## config.mk

```make
export PLATFORM = sky130hd
export DESIGN_NAME = alu_seq
export DESIGN_NICKNAME = d
export VERILOG_FILES = /design/src/rtl/alu_seq.sv
export SDC_FILE = /design/constraint.sdc
export NUM_CORES = 1
export LEC_CHECK = 0
export CAP_MARGIN = 20
export CORE_ASPECT_RATIO = 1.1
export CORE_MARGIN = 1
export CORE_UTILIZATION = 57
export DETAILED_ROUTE_END_ITERATION = 12
export GPL_TIMING_DRIVEN = 0
export MAX_ROUTING_LAYER = met4
export PLACE_DENSITY = 0.86
export SETUP_SLACK_MARGIN = 0.05
export SLEW_MARGIN = 20
export SYNTH_ARGS = -nofsm -noshare
export SYNTH_HDL_FRONTEND = slang
export SYNTH_SLANG_ARGS = --single-unit
```

## constraint.sdc

```tcl
create_clock -name clk -period 3.2 [get_ports clk]
set_input_delay 0.48 -clock clk [delete_from_list [all_inputs] [get_ports clk]]
set_output_delay 0.48 -clock clk [all_outputs]
set_load 0.005 [all_outputs]
```

## src/rtl/alu_seq.sv

```systemverilog
// alu_seq: sequential ALU feeding the accumulator.
// Combines the accumulator value (a) with a second operand (b) and
// presents a registered result. Single-cycle ops (ADD, SUB, AND, OR,
// XOR, SHL, SHR) go IDLE -> DONE; MUL runs an iterative shift-add for
// SIZE cycles before DONE. done is a one-cycle pulse used as the
// accumulator write enable.
//
// Ports:
//   clk     in   rising-edge clock
//   rstn    in   asynchronous active-low reset
//   start   in   request, sampled only in IDLE
//   op      in   [2:0] operation select, captured with start
//   a, b    in   [SIZE-1:0] operands, captured with start
//   busy    out  state != IDLE
//   done    out  one-cycle result-valid pulse
//   result  out  [SIZE-1:0] registered result, held until next done
//   carry   out  carry/borrow/overflow flag
//   zero    out  result == 0
module alu_seq #(
  parameter int SIZE = 8
) (
  input  logic            clk,
  input  logic            rstn,
  input  logic            start,
  input  logic [2:0]      op,
  input  logic [SIZE-1:0] a,
  input  logic [SIZE-1:0] b,
  output logic            busy,
  output logic            done,
  output logic [SIZE-1:0] result,
  output logic            carry,
  output logic            zero
);

  localparam int CNT_W = (SIZE > 2) ? $clog2(SIZE) : 1;

  localparam logic [2:0] OP_ADD = 3'b000;
  localparam logic [2:0] OP_SUB = 3'b001;
  localparam logic [2:0] OP_AND = 3'b010;
  localparam logic [2:0] OP_OR  = 3'b011;
  localparam logic [2:0] OP_XOR = 3'b100;
  localparam logic [2:0] OP_SHL = 3'b101;
  localparam logic [2:0] OP_SHR = 3'b110;
  localparam logic [2:0] OP_MUL = 3'b111;

  typedef enum logic [1:0] {
    S_IDLE = 2'd0,
    S_MUL  = 2'd1,
    S_DONE = 2'd2
  } state_t;

  state_t              state_q, state_d;
  logic [SIZE-1:0]     mcand_q, mcand_d;
  logic [SIZE-1:0]     mplier_q, mplier_d;
  logic [2*SIZE-1:0]   prod_q, prod_d;
  logic [CNT_W-1:0]    cnt_q, cnt_d;
  logic [SIZE-1:0]     result_q, result_d;
  logic                carry_q, carry_d;
  logic                zero_q, zero_d;

  logic [SIZE:0]       sum_w, diff_w;
  logic [SIZE-1:0]     alu_res;
  logic                alu_c;
  logic [SIZE:0]       acc_w;
  logic [2*SIZE-1:0]   prod_step;

  // Single-cycle datapath; unsigned arithmetic with one extra bit so the
  // top bit is the carry (ADD) or borrow (SUB).
  always_comb begin
    sum_w   = {1'b0, a} + {1'b0, b};
    diff_w  = {1'b0, a} - {1'b0, b};
    alu_res = '0;
    alu_c   = 1'b0;
    case (op)
      OP_ADD: begin alu_res = sum_w[SIZE-1:0];  alu_c = sum_w[SIZE];  end
      OP_SUB: begin alu_res = diff_w[SIZE-1:0]; alu_c = diff_w[SIZE]; end
      OP_AND: alu_res = a & b;
      OP_OR:  alu_res = a | b;
      OP_XOR: alu_res = a ^ b;
      OP_SHL: begin alu_res = {a[SIZE-2:0], 1'b0}; alu_c = a[SIZE-1]; end
      OP_SHR: begin alu_res = {1'b0, a[SIZE-1:1]}; alu_c = a[0];      end
      default: begin alu_res = '0; alu_c = 1'b0; end
    endcase
  end

  // One shift-add iteration: conditionally add the multiplicand into the
  // upper half (keeping its carry-out), then shift the whole product right.
  always_comb begin
    acc_w     = {1'b0, prod_q[2*SIZE-1:SIZE]} +
                (mplier_q[0] ? {1'b0, mcand_q} : '0);
    prod_step = {acc_w, prod_q[SIZE-1:1]};
  end

  always_comb begin
    state_d  = state_q;
    mcand_d  = mcand_q;
    mplier_d = mplier_q;
    prod_d   = prod_q;
    cnt_d    = cnt_q;
    result_d = result_q;
    carry_d  = carry_q;
    zero_d   = zero_q;
    case (state_q)
      S_IDLE: begin
        if (start) begin
          if (op == OP_MUL) begin
            mcand_d  = a;
            mplier_d = b;
            prod_d   = '0;
            cnt_d    = '0;
            state_d  = S_MUL;
          end else begin
            result_d = alu_res;
            carry_d  = alu_c;
            zero_d   = (alu_res == '0);
            state_d  = S_DONE;
          end
        end
      end
      S_MUL: begin
        prod_d   = prod_step;
        mplier_d = mplier_q >> 1;
        cnt_d    = cnt_q + CNT_W'(1);
        // Last iteration: publish the finished product on the same edge.
        if (cnt_q == CNT_W'(SIZE - 1)) begin
          result_d = prod_step[SIZE-1:0];
          carry_d  = |prod_step[2*SIZE-1:SIZE];
          zero_d   = (prod_step[SIZE-1:0] == '0);
          state_d  = S_DONE;
        end
      end
      S_DONE:  state_d = S_IDLE;
      default: state_d = S_IDLE;
    endcase
  end

  always_ff @(posedge clk or negedge rstn) begin
    if (!rstn) begin
      state_q  <= S_IDLE;
      mcand_q  <= '0;
      mplier_q <= '0;
      prod_q   <= '0;
      cnt_q    <= '0;
      result_q <= '0;
      carry_q  <= 1'b0;
      zero_q   <= 1'b0;
    end else begin
      state_q  <= state_d;
      mcand_q  <= mcand_d;
      mplier_q <= mplier_d;
      prod_q   <= prod_d;
      cnt_q    <= cnt_d;
      result_q <= result_d;
      carry_q  <= carry_d;
      zero_q   <= zero_d;
    end
  end

  assign busy   = (state_q != S_IDLE);
  assign done   = (state_q == S_DONE);
  assign result = result_q;
  assign carry  = carry_q;
  assign zero   = zero_q;

endmodule

```

==> summary.txt, run 1 <==
Route
  • Drt first pass iters: 5
  • WL final: 9506 um
  • Initial DRC count: 212
  • DRT antenna net count: 0
  • Vias: about 3300
  • Routed len/inst: 17.13 um
  • Residual DRC: 0
  • Drt via density: 5.923

Floorplan
  • Placement row count: 29
  • Die width: just under 80 um
  • Starting density of the core: 60.29%
  • Die height: 84.96 um
  • Number of I/O pins: 34
  • Die area: roughly 6600 um^2
  • Core area: 5914 um^2

Yosys
  • Area contributors post-synth: dfrtp_1 (32%), ha_1 (12%), nand2_1 (6.6%)
  • Post-Syn Instances: 437
  • Post-synth EDFFs: 0
  • Post-Syn Area per Cell: 8.160 um^2
  • Async set-reset flop share out of synthesis: 100.0%
  • Synth top area share: 32.28%
  • Netlist cell types: 63
  • Register bit total from synthesis: 46
  • Primary FF master, synth: dfrtp_1
  • Post-Syn Area: 3566 um^2
  • Syn Nets: 496
  • Sequential element share of the synthesized area: 32.28%
  • Biggest area consumer among synthesized cells: dfrtp_1
  • Synth warn: 0

Cells and area
  • Final std cells w/o fill: 555
  • Layout cell share with drive strength beyond 1: 7.531%
  • P&R area growth vs syn: 15.02%
  • Fillers: 474
  • Ant. Diodes: 0
  • Layout Nets: approximately 540
  • Most frequent cells in the layout: nand2_1 (63), dfrtp_1 (46), o21ai_0 (42)
  • Commonest non-fill, non-tap cell in the layout: nand2_1

Worst setup path
  • Flop2flop setup slack: about 560 ps
  • RR Endpoint: carry
  • Crit path required time: 3420 ps
  • Startpoint Class: input pin
  • Reg2Reg Depth: 11
  • Crit. End Element: flop
  • Worst r2r src: mplier_q[0]
  • Critical path peak fanout: 4
  • Setup CP Type: in2reg
  • Critical path arrival: 3190 ps

Job
  • MaxCap Viol Count: 0

Pwr
  • Cell Pwr Density: 539.2 nW/um^2
  • Worst vdd ir: approximately 0.00038 V
  • Leakage: 1.949 nW

Timing
  • Hold Violations, Final: 0
  • Fin. max-slew vios: 0
  • Max_slew headroom: 54.93%
  • Setup-failing EPs final: 0
  • Worst Skew: 18.54 ps
  • F_max: ~0.34 GHz
  • Unrepaired setup endpoints after global routing: false
  • Period Utilization, post-route: 92.94%
  • Slew @ Worst Pin: 676.0 ps
  • Sum Neg Setup Slack: 0 ps
  • Crit path time final: just under 3000 ps

Clocking
  • CTS Buf Count: 5
  • H-tree levels: 2
  • Insertion delay to the later sink of the worst-skew pair: approximately 310 ps
  • Longest Clk Path Bufs: 2
  • CTS Hold Buffers Added: 0
  • CTS clk-pin slew, worst paths: 100 ps
  • CTS tree: yes
  • Post-CTS Setup Bufs: 0
  • TritonCTS Sinks: 46
  • Clk root buf: clkbuf_8
  • Post-CTS Resized: 0

Place
  • Inst Count DP: 547
  • Gpl congestion: 0.9931
  • IO buf count: 32
  • HPWL Detailed: 7397 um

Global routing
  • Vias in the first global route: about 3300
  • Initial antenna violation count: 0
  • Largest net degree at the start of global routing: 29
  • GR Util All Layers: 31.50%
  • First-pass GRT wire length: around 16000 um
  • Grt ovf: 0

Status
  • Status: completed

Hold path
  • Worst hold path class: in2async
## metrics by stage
stage	instance area (um^2)	setup WS, ps	utilization (%)	total power [mW]	hold slack (ps)
after floorplan	3566	777.3	-	1.473	184.4
after global placement	3983	-97.59	67.34	1.787	455.1
after detailed placement	3998	-188.9	67.59	1.838	454.6
after CTS	4091	114.8	69.18	2.207	128.0
after global routing	4101	84.45	69.35	2.372	138.5
final	4101	225.8	69.35	2.212	118.5
## Yosys cell counts (all sizes together) (8+ instances only)
cell type	number
nor2	35
clkbuf	10
nand2	63
nand2b	8
buf	13
ha	34
nand3	17
o21ai	44
a21oi	27
dfrtp	46
inv	32
## registers in the layout (all words and copies together), names as in the netlist
signal and cells:
prod_q 15, state_q 2, result 8, mplier_q 8, cnt_q 3, mcand_q 8, carry 1, zero 1
## worst max-delay path by stage
stage / start / end / slack (ps) / cells after the start
global route: a[0] / zero / 80 / 10
CTS: a[0] / zero / 110 / 10
finish: a[0] / zero / 230 / 10
floorplan: a[0] / zero / 780 / 9
detailed placement: a[0] / zero / -190 / 10
global placement: a[0] / zero / -100 / 10
## area by class of cell
type / instances / area [um^2] / share of cell area [%]
Tap cell: 77 / 96.34 / 2.349
Clock buffer: 5 / 68.82 / 1.678
Clock inverter: 3 / 25.02 / 0.6101
Sequential cell: 46 / 1151 / 28.07
Multi-Input combinational cell: 336 / 2187 / 53.33
Inverter: 32 / 120.1 / 2.929
Timing Repair Buffer: 33 / 337.8 / 8.237
Buffer: 23 / 115.1 / 2.807
## layer usage
metal	track usage, %	share of wire [%]	up-vias
met5	-	0	-
met4	12.18	2.4	0
met2	51.97	50	93
met3	3.118	4.2	20
met1	39.90	43	1581
li1	-	-	1593
## power breakdown
part           switching, mW  internal, mW  total [mW]
registers              0.144         0.794       0.937
logic                  0.475         0.423       0.899
clock network          0.217         0.158       0.376
## worst max-delay path: stages
cell and delay, ps:
clkdlybuf4s50_1 550, inv_1 130, ha_1 240, fa_1 440, o311ai_2 370, a221o_1 260, xnor2_1 130, o221a_2 240
o21ai_0 110, o31ai_2 230
## kinds of logic (layout without fill, tap and decap cells)
group                    count (synthesis)  in the layout  share of synthesized area (%)
buffers and inverters                   55             96                          6.597
XOR/XNOR                                 9              9                          2.210
adder cells (fa/ha/maj)                 37             37                          13.61
AO/OA/AOI/OAI                          121            121                          21.54
AND/OR/NAND/NOR                        160            160                          21.05
multiplexers                             9              9                          2.702
flip-flops                              46             46                          32.28
Note: power is estimated with default switching activity, not from simulation.
==> run 2, diff against run 1 <==
--- a/config.mk
+++ b/config.mk
@@ -9,6 +9,7 @@
 export CORE_ASPECT_RATIO = 1.1
 export CORE_MARGIN = 1
 export CORE_UTILIZATION = 57
+export CTS_CLUSTER_SIZE = 30
 export DETAILED_ROUTE_END_ITERATION = 12
 export GPL_TIMING_DRIVEN = 0
 export MAX_ROUTING_LAYER = met4
==> results of run 2 <==
Final layout, timing and power as in run 1 (identical DEF).
